==> src/rtl/fifo_frame_writer_if.sv <==
// Ingress stream, FIFO write port and statistics of the frame writer.
// The writer takes the master view; the environment (upstream + FIFO) takes the slave view.
interface fifo_frame_writer_if #(
  parameter int DATA_WIDTH = 360,
  parameter int CNT_BITS   = 11,
  parameter int CNT_WIDTH  = 16
);
  logic                  s_valid;
  logic [DATA_WIDTH-1:0] s_data;
  logic                  s_last;
  logic                  s_ready;

  logic                  wr_en;
  logic [DATA_WIDTH:0]   wr_data;
  logic                  wr_full;
  logic [CNT_BITS-1:0]   wr_cnt;

  logic [CNT_WIDTH-1:0]  frame_cnt;
  logic [CNT_WIDTH-1:0]  drop_cnt;
  logic [CNT_WIDTH-1:0]  trunc_cnt;

  modport master (
    input  s_valid, s_data, s_last, wr_full, wr_cnt,
    output s_ready, wr_en, wr_data, frame_cnt, drop_cnt, trunc_cnt
  );

  modport slave (
    output s_valid, s_data, s_last, wr_full, wr_cnt,
    input  s_ready, wr_en, wr_data, frame_cnt, drop_cnt, trunc_cnt
  );
endinterface

==> src/rtl/fifo_frame_writer.sv <==
// Frame-atomic FIFO writer: admits a whole frame only if the FIFO has room for a
// maximum-size frame, truncates oversize frames, and tags each word with a last flag.
module fifo_frame_writer #(
  parameter int DATA_WIDTH      = 360,
  parameter int FIFO_DEPTH      = 1024,
  parameter int C_REAL_DEPTH    = 2**$clog2(FIFO_DEPTH),
  parameter int C_DEPTH_P1_BITS = $clog2(C_REAL_DEPTH+1),
  parameter int MAX_FRAME_WORDS = 64,
  parameter int GUARD_WORDS     = 4,
  parameter int CNT_WIDTH       = 16
) (
  input  logic                 clk,
  input  logic                 rst,
  fifo_frame_writer_if.master  bus
);
  localparam int BC_W   = $clog2(MAX_FRAME_WORDS+1);
  localparam int FREE_W = C_DEPTH_P1_BITS + 1;

  localparam logic [1:0] IDLE = 2'd0;
  localparam logic [1:0] PASS = 2'd1;
  localparam logic [1:0] DROP = 2'd2;

  logic [1:0]            state, state_n;
  logic [BC_W-1:0]       beat_cnt, beat_cnt_n;
  logic [FREE_W-1:0]     free;
  logic                  admit, ready, accept;
  logic                  wr_n, flag_n;
  logic                  inc_frame, inc_drop, inc_trunc;
  logic                  wr_en_q;
  logic [DATA_WIDTH:0]   wr_data_q;
  logic [CNT_WIDTH-1:0]  frame_cnt, drop_cnt, trunc_cnt;

  function automatic logic [CNT_WIDTH-1:0] sat_inc(input logic [CNT_WIDTH-1:0] c, input logic en);
    return (en && c != '1) ? c + 1'b1 : c;
  endfunction

  // One extra bit keeps an out-of-range occupancy negative instead of wrapping to "lots free".
  assign free  = FREE_W'(C_REAL_DEPTH) - {1'b0, bus.wr_cnt};
  assign admit = !free[FREE_W-1] && (free >= FREE_W'(MAX_FRAME_WORDS + GUARD_WORDS));

  assign ready  = rst || (state != PASS) || !bus.wr_full;
  assign accept = bus.s_valid && ready && !rst;

  always_comb begin
    state_n    = state;
    beat_cnt_n = beat_cnt;
    wr_n       = 1'b0;
    flag_n     = bus.s_last;
    inc_frame  = 1'b0;
    inc_drop   = 1'b0;
    inc_trunc  = 1'b0;
    if (accept) begin
      case (state)
        IDLE: begin
          if (admit) begin
            wr_n       = 1'b1;
            inc_frame  = 1'b1;
            beat_cnt_n = BC_W'(1);
            if (!bus.s_last) begin
              if (MAX_FRAME_WORDS == 1) begin
                flag_n    = 1'b1;
                inc_trunc = 1'b1;
                state_n   = DROP;
              end else begin
                state_n = PASS;
              end
            end
          end else begin
            inc_drop = 1'b1;
            if (!bus.s_last) state_n = DROP;
          end
        end
        PASS: begin
          wr_n       = 1'b1;
          beat_cnt_n = beat_cnt + 1'b1;
          if (bus.s_last) begin
            state_n = IDLE;
          end else if (beat_cnt_n == BC_W'(MAX_FRAME_WORDS)) begin
            // Close the frame early so the reader still sees a delimiter.
            flag_n    = 1'b1;
            inc_trunc = 1'b1;
            state_n   = DROP;
          end
        end
        DROP: begin
          if (bus.s_last) state_n = IDLE;
        end
        default: state_n = IDLE;
      endcase
    end
  end

  always_ff @(posedge clk) begin
    if (rst) begin
      state     <= IDLE;
      beat_cnt  <= '0;
      wr_en_q   <= 1'b0;
      wr_data_q <= '0;
      frame_cnt <= '0;
      drop_cnt  <= '0;
      trunc_cnt <= '0;
    end else begin
      state     <= state_n;
      beat_cnt  <= beat_cnt_n;
      wr_en_q   <= wr_n;
      if (wr_n) wr_data_q <= {flag_n, bus.s_data};
      frame_cnt <= sat_inc(frame_cnt, inc_frame);
      drop_cnt  <= sat_inc(drop_cnt,  inc_drop);
      trunc_cnt <= sat_inc(trunc_cnt, inc_trunc);
    end
  end

  assign bus.s_ready   = ready;
  assign bus.wr_en     = wr_en_q;
  assign bus.wr_data   = wr_data_q;
  assign bus.frame_cnt = frame_cnt;
  assign bus.drop_cnt  = drop_cnt;
  assign bus.trunc_cnt = trunc_cnt;
endmodule

==> src/flat_wrapper.sv <==
// flat-port wrapper written by rule: the top's interface ports become plain ports
module fifo_frame_writer_flat 
#(
  parameter int DATA_WIDTH      = 360,
  parameter int FIFO_DEPTH      = 1024,
  parameter int C_REAL_DEPTH    = 2**$clog2(FIFO_DEPTH),
  parameter int C_DEPTH_P1_BITS = $clog2(C_REAL_DEPTH+1),
  parameter int MAX_FRAME_WORDS = 64,
  parameter int GUARD_WORDS     = 4,
  parameter int CNT_WIDTH       = 16
)
  (clk, rst, bus_s_valid, bus_s_data, bus_s_last, bus_wr_full, bus_wr_cnt, bus_s_ready, bus_wr_en, bus_wr_data, bus_frame_cnt, bus_drop_cnt, bus_trunc_cnt);
  fifo_frame_writer_if #(.DATA_WIDTH(DATA_WIDTH), .CNT_BITS(11), .CNT_WIDTH(CNT_WIDTH)) bus_i ();
  input  logic clk;
  input  logic rst;
  input wire logic [$bits(bus_i.s_valid)-1:0] bus_s_valid;
  input wire logic [$bits(bus_i.s_data)-1:0] bus_s_data;
  input wire logic [$bits(bus_i.s_last)-1:0] bus_s_last;
  input wire logic [$bits(bus_i.wr_full)-1:0] bus_wr_full;
  input wire logic [$bits(bus_i.wr_cnt)-1:0] bus_wr_cnt;
  output wire logic [$bits(bus_i.s_ready)-1:0] bus_s_ready;
  output wire logic [$bits(bus_i.wr_en)-1:0] bus_wr_en;
  output wire logic [$bits(bus_i.wr_data)-1:0] bus_wr_data;
  output wire logic [$bits(bus_i.frame_cnt)-1:0] bus_frame_cnt;
  output wire logic [$bits(bus_i.drop_cnt)-1:0] bus_drop_cnt;
  output wire logic [$bits(bus_i.trunc_cnt)-1:0] bus_trunc_cnt;
  assign bus_i.s_valid = bus_s_valid;
  assign bus_i.s_data = bus_s_data;
  assign bus_i.s_last = bus_s_last;
  assign bus_i.wr_full = bus_wr_full;
  assign bus_i.wr_cnt = bus_wr_cnt;
  assign bus_s_ready = bus_i.s_ready;
  assign bus_wr_en = bus_i.wr_en;
  assign bus_wr_data = bus_i.wr_data;
  assign bus_frame_cnt = bus_i.frame_cnt;
  assign bus_drop_cnt = bus_i.drop_cnt;
  assign bus_trunc_cnt = bus_i.trunc_cnt;
  fifo_frame_writer #(.DATA_WIDTH(DATA_WIDTH), .FIFO_DEPTH(FIFO_DEPTH), .C_REAL_DEPTH(C_REAL_DEPTH), .C_DEPTH_P1_BITS(C_DEPTH_P1_BITS), .MAX_FRAME_WORDS(MAX_FRAME_WORDS), .GUARD_WORDS(GUARD_WORDS), .CNT_WIDTH(CNT_WIDTH)) u_core (.clk(clk), .rst(rst), .bus(bus_i));
endmodule
==> config.mk <==
export PLATFORM = sky130hd
export DESIGN_NAME = fifo_frame_writer_flat
export DESIGN_NICKNAME = d
export VERILOG_FILES = /design/src/rtl/fifo_frame_writer_if.sv /design/src/rtl/fifo_frame_writer.sv /design/src/flat_wrapper.sv
export SDC_FILE = /design/constraint.sdc
export NUM_CORES = 1
export LEC_CHECK = 0
export BUFFER_PORTS_ARGS = -buffer_cell sky130_fd_sc_hd__buf_2
export CAP_MARGIN = 20
export CORE_AREA = 5 5 301 303
export CTS_CLUSTER_SIZE = 28
export DETAILED_ROUTE_END_ITERATION = 10
export DIE_AREA = 0 0 306 308
export SLEW_MARGIN = 40
export SYNTH_ARGS = -nofsm -noshare
export SYNTH_HDL_FRONTEND = slang
export SYNTH_SLANG_ARGS = --single-unit
==> constraint.sdc <==
create_clock -name clk -period 2.8 [get_ports clk]
set_input_delay 0.42 -clock clk [delete_from_list [all_inputs] [get_ports clk]]
set_output_delay 0.42 -clock clk [all_outputs]
set_load 0.005 [all_outputs]
==> results of run 1 <==
==> metal layers <==
| layer | routed length (um) | up-vias |
|---|---|---|
| met2 | 29400 | 614 |
| li1 | - | 7886 |
| met1 | 22800 | 7145 |
| met3 | 5470 | 94 |
| met4 | 1610 | 6 |
| met5 | 41 | - |
==> layout make-up <==
class	count	area, um2
repair buffers	838	4490
diodes	2	5.00
multi-input cells	1365	6230
clock inverters	15	139
flip-flops and latches	419	8390
inverters	14	60.1
fillers	9664	65500
clock buffers	66	1390
well taps	1165	1460
==> cells in the mapped netlist (all sizes together) (4+ instances only) <==
master	instances	area, um2
a211oi	4	30.0
a21oi	394	1970
and3	4	25.0
buf	52	272
clkbuf	83	312
dfxtp	419	8390
ha	4	50.1
inv	14	52.6
nand2	740	2780
nand2b	4	25.0
nand3	22	115
nand4	11	68.8
nor2	33	124
nor2b	4	25.0
nor3	8	40.0
nor4	13	81.3
o2111ai	4	35.0
o211ai	5	37.5
o21ai	33	165
or2	4	25.0
or3	24	150
or4	8	63.8
xnor2	12	105
==> metrics by stage <==
stage	setup slack [ps]	hold WS (ps)	cells	util (%)
floorplan	475	448	1933	-
global placement	244	435	3799	23.5
detailed placement	237	440	3800	23.5
CTS	264	8.59	3881	25.2
global route	104	33.1	3882	25.3
finish	230	70.0	3884	25.3
==> worst max-delay path: stages (launching register included) <==
cell and delay, ps:
dfxtp_1 410, nand3_2 160, or4_4 510, a2111o_1 600, nor4_1 410, mux2_2 370
==> final timing paths <==
kind	from	endpoint	slack, ps
worst min register to register	u_core.bus.wr_data[260]	u_core.bus.wr_data[260]	450
worst max-delay path	u_core.beat_cnt[2]	u_core.bus.trunc_cnt[9]	230
worst max register to register	u_core.beat_cnt[2]	u_core.bus.trunc_cnt[9]	230
worst min-delay path	bus_s_data[82]	u_core.bus.wr_data[82]	70
==> registers in the layout (all words and copies together) (netlist names) <==
name                  flops
u_core.bus.wr_data      361
u_core.bus.trunc_cnt     16
u_core.bus.wr_en          1
u_core.state              2
u_core.bus.drop_cnt      16
u_core.bus.frame_cnt     16
u_core.beat_cnt           7
==> logic make-up (layout without fill, tap and decap cells) <==
kind of cell	count (synthesis)	in the layout
AOI/OAI and AO/OA	458	458
xor gates and xnor gates	13	13
adders and majority gates	4	4
buffers and inverters	149	933
DFF	419	419
muxes	5	5
other	0	2
and+or+nand+nor	885	885
==> power by group <==
part	switching, mW	leakage (nW)	internal [mW]
Combinational	0.661	5.38	0.514
Sequential	0.102	3.40	6.16
Clock	2.55	0.761	3.63
Total	3.32	9.54	10.3
==> key figures, run 1 <==
Status
  – Status: complete, no violations

Clocking
  – Post-cts sizing count: 0
  – Post-CTS Hold Buffers: 0
  – Clk pin slew, worst setup/hold paths: ~60 ps
  – Post-CTS Setup Inserts: 0
  – CTS root buf: clkbuf_16
  – Maximum clock insertion buffer count: 3
  – Skew-Pair Late Insertion Delay: around 580 ps
  – CTS sink cnt: around 420
  – CTS buffer count: 48
  – CTS tree: built
  – H-Tree Level Count: 2

Pwr
  – Max VDD drop: approximately 400 uV
  – PwrDens: between 600 and 700 nW/um2
  – Final Power: between 10 and 15 mW
  – Leakage power: about 9.5 nW

Floorplan
  – Die Y-Extent: around 310 um
  – Top Ports: between 700 and 800
  – Core ar.: about 88000 um2
  – Num rows: 109
  – Die area: approximately 94000 um2
  – DIE WIDTH: just over 300 um
  – Starting Density: 17.4%

Synthesis
  – Cell count after synthesis: between 1500 and 2000
  – Complex-gate fraction of the synthesized area: between 10% and 20%
  – Register area share after synthesis: 55.0%
  – Syn Area/Cell: about 7.9 um2
  – Post-synthesis mux area share: less than 1%
  – Post-synthesis xor/xnor area fraction: less than 1%
  – Synth Warn #: 0
  – Post-Synth Simple-Gate Area: between 20% and 30%
  – Largest family of logic cells by synthesized area: simple AND/OR/NAND/NOR gates
  – FF+latch count, synth: 419
  – Main synth FF type: dfxtp_1
  – Netlist cell types: 50
  – Post-synth EDFFs: 0
  – Asr flop ratio synth: 0%
  – Netlist Area Pre-Place: around 15000 um2
  – Adder-cell area share of the yosys netlist: less than 1%
  – Syn nets: about 2300

Drt
  – Post-route ant nets: 0
  – Vias: approximately 16000
  – Drt first pass iters: 7
  – Final WL: ~59000 um
  – DRC: 0
  – Iter 0 DRT Violations: 1197
  – Via density: between 4 and 5
  – DR WL/cell: ~15 um

Global routing
  – Global Route met3 Usage: between 3 and 4%
  – Met2 Resource Use GR: roughly a fifth
  – GRT met1 Usage: 13.0%
  – First-pass GRT wire length: around 90000 um
  – Largest net degree at the start of global routing: ~170
  – Number of global-route vias before repair: approximately 15000
  – Gr usage total: 11.5%
  – GRT busiest layer: met2
  – Initial antenna violation count: 5
  – Remaining global-route overflow: 0

Worst setup path
  – Data required, critical path: about 3300 ps
  – Reg2Reg Depth: 5
  – Setup CP Type: flop to flop
  – CP Max Fanout: 14
  – Crit end category: flop
  – Arrival time of the worst setup path: 3040 ps
  – CP Launch Type: flop

Run
  – Max capacitance violation total: 0

Place
  – PortBufs: approximately 790
  – Placed Instance Area: 20600 um2
  – GP Congestion: 0.861
  – Dpl hpwl: ~44000 um

STA
  – Slew at the pin closest to its max-slew limit: between 600 and 700 ps
  – Setup Viol. Count Final: 0
  – Final Skew: approximately 23 ps
  – Unrepaired setup endpoints after global routing: no
  – Relative slew slack: about 54%
  – Max frequency: 0.389 GHz
  – Tmin final: about 2600 ps
  – Final Cycle Share: between 90% and 100%
  – Max Transition Viols Final: 0
  – Post-route setup TNS: 0 ps
  – Hold Violations, Final: 0

Hold path
  – Worst Hold Depth: 3
  – Worst hold path type: input pin to flop

Cells and area
  – Most common cell after layout, fill and taps aside: buf_2
  – Most frequent cells in the layout: buf_2, nand2_1, dfxtp_1, a21oi_1, clkbuf_16
  – Area delta synth->final: 45.3%
  – Final-stage net count: 3066
  – Fraction of layout cells with a size suffix above 1: about 34%
  – Post-route cell area: between 20000 and 25000 um2
(Power assumes the default switching activity.)
==> run 2: changes to the inputs <==
--- a/config.mk
+++ b/config.mk
@@ -11,6 +11,7 @@
 export CTS_CLUSTER_SIZE = 28
 export DETAILED_ROUTE_END_ITERATION = 10
 export DIE_AREA = 0 0 306 308
+export PLACE_DENSITY_LB_ADDON = 0.1
 export SLEW_MARGIN = 40
 export SYNTH_ARGS = -nofsm -noshare
 export SYNTH_HDL_FRONTEND = slang
==> key figures, run 2 (synthesis results as in run 1) <==
Status
  – Status: complete, no violations

Cells and area
  – Area of the multi-input gates: 6230 um2 (unchanged)
  – Area delta synth->final: 46.0%
  – Final-stage net count: 3054 (-0.39%)
  – Fraction of layout cells with a size suffix above 1: 33.8% (-0.31 points)
  – Number of flip-flops in the largest register: 361 (unchanged)
  – Fill count: 9767 (+1.1%)
  – Most common cell after layout, fill and taps aside: buf_2
  – Register Area: 8390 um2 (unchanged)
  – Most frequent cells in the layout: buf_2, nand2_1, dfxtp_1, a21oi_1, clkbuf_16
  – Cell Count, Final, Fillers Out: 3889 (+0.13%)

Clocking
  – Post-CTS Hold Buffers: 2 (+2)
  – CTS sink cnt: 419 (unchanged)
  – H-Tree Level Count: 2 (unchanged)
  – CTS root buf: clkbuf_16
  – CTS tree: built
  – Post-CTS Setup Inserts: 0 (unchanged)
  – Skew-Pair Late Insertion Delay: 610 ps (+30 ps)
  – Post-cts sizing count: 0 (unchanged)
  – Maximum clock insertion buffer count: 3 (unchanged)
  – Clk pin slew, worst setup/hold paths: 60 ps (about the same)
  – CTS buffer count: 54 (+13%)

Worst setup path
  – CP Max Fanout: 10 (-4)
  – Delay-heaviest family, CP: simple AND/OR/NAND/NOR gates
  – CP Launch Type: flop
  – Data required, critical path: 3280 ps (about the same)
  – Critical Path, Cell by Cell: nand3_2 > or4_4 > a2111o_1 > nor4_1 > mux2_2
  – CP max stage cell: a2111o_1
  – Worst path bufs/invs: 0 (unchanged)
  – Setup CP Type: flop to flop
  – Worst Setup SP: u_core.beat_cnt[0]
  – Crit end category: flop
  – Max incr delay on CP: 550 ps (-50 ps)
  – Arrival time of the worst setup path: 2990 ps (-50 ps)
  – R2R Path Start: u_core.beat_cnt[0]

Drt
  – Final WL: 65700 um (+11%)
  – Iter 0 DRT Violations: 713 (-40%)
  – DRC: 0 (unchanged)
  – DR WL/cell: 16.9 um (+11%)
  – Via density: 4.08 (+0.74%)
  – Post-route ant nets: 0 (unchanged)
  – Drt first pass iters: 5 (-2)
  – Vias: 15882 (+0.87%)

Pwr
  – Final Power: 14.1 mW (+3.8%)
  – PwrDens: 635 nW/um2 (+3.3%)
  – Leakage power: 9.54 nW (about the same)
  – Max VDD drop: 360 uV (-10%)

Floorplan
  – DIE WIDTH: 306 um (unchanged)
  – Core ar.: 87700 um2 (unchanged)
  – Top Ports: 787 (unchanged)
  – Num rows: 109 (unchanged)
  – Die Y-Extent: 308 um (unchanged)
  – Starting Density: 17.4% (unchanged)
  – Die area: 94200 um2 (unchanged)

STA
  – Post-route setup TNS: 0 ps (unchanged)
  – Tmin final: 2510 ps (-62.2 ps)
  – Min Hold Slack: 47.5 ps (-22.5 ps)
  – Setup Viol. Count Final: 0 (unchanged)
  – Unrepaired setup endpoints after global routing: no
  – Final Cycle Share: 89.6% (-2.2 points)
  – Fin worst setup slack: 292 ps (+62.2 ps)
  – Relative slew slack: 56.3% (+2.2 points)
  – Final Skew: 23.0 ps (+0.101 ps)
  – Hold Violations, Final: 0 (unchanged)
  – Max frequency: 0.399 GHz (+2.5%)
  – Slew at the pin closest to its max-slew limit: 656 ps (-30.3 ps)
  – Max Transition Viols Final: 0 (unchanged)

Place
  – GP Congestion: 0.785 (-8.8%)
  – PortBufs: 786 (unchanged)
  – Dpl hpwl: 48400 um (+9.4%)
  – Dpl ws: 288 ps (+51.6 ps)
  – Post-Place Cells: 3780 (-0.53%)

Global routing
  – Number of global-route vias before repair: 15775 (+6.0%)
  – Remaining global-route overflow: 0 (unchanged)
  – Initial antenna violation count: 18 (+13)
  – Gr usage total: 12.9% (+1.4 points)
  – Largest net degree at the start of global routing: 171 (+3.0%)
  – First-pass GRT wire length: 96800 um (+10%)

Hold path
  – Hold path start: bus_s_data[97]
  – Worst hold path type: input pin to flop

Run
  – Max capacitance violation total: 0 (unchanged)
-- run 2: cell types whose count changed in the layout (fill, tap and decap cells not counted), sizes merged --
cell and delta:
diode +7, clkinvlp +1, clkbuf +11, dlygate4sd3 +2, buf -20, inv -2, bufinv -1, clkinv +7
-- run 2: metrics by stage --
| stage | area (um2) | utilization (%) |
|---|---|---|
| detailed placement | 20500 | 23.4 |
| CTS | 22200 | 25.3 |
| global placement | 20500 | 23.3 |
| global route | 22300 | 25.4 |
| finish | 22300 | 25.4 |
| floorplan | 15300 | - |
-- run 2: path summary, 6_finish.rpt --
path	endpoint	depth (start not counted)	slack [ps]
worst max register to register	u_core.bus.trunc_cnt[7]	5	290
worst min-delay path	u_core.bus.wr_data[97]	3	50
worst max-delay path	u_core.bus.trunc_cnt[7]	5	290
worst min register to register	u_core.bus.wr_data[309]	2	440
-- run 2: worst reg2reg max path, cell delays in order (launching register included) --
cell and delay (ps):
dfxtp_1 420, nand3_2 160, or4_4 510, a2111o_1 550, nor4_1 390, mux2_2 370
-- run 2: layer usage --
layer | track usage, % | up-vias | routed length, um | part of all wire [%]
met5 | 0 | - | 69 | 0.10
met4 | 4.78 | 12 | 2370 | 3.6
met3 | 5.66 | 121 | 6610 | 10
met2 | 22.7 | 563 | 32300 | 49
met1 | 13.9 | 7292 | 24400 | 37
li1 | - | 7894 | - | -
-- run 2: cell type report --
| type | instances | share of cell area, % |
|---|---|---|
| Timing Repair Buffer | 820 | 19.7 |
| Tap cell | 1165 | 6.54 |
| Sequential cell | 419 | 37.7 |
| Clock buffer | 77 | 7.00 |
| Clock inverter | 20 | 0.702 |
| Inverter | 14 | 0.270 |
| Antenna cell | 9 | 0.101 |
| Multi-Input combinational cell | 1365 | 28.0 |
-- run 2: where the power goes --
part           internal (mW)  total [mW]  switching [mW]
logic                  0.502        1.16           0.660
clock network           3.95        6.71            2.76
registers               6.16        6.27           0.101
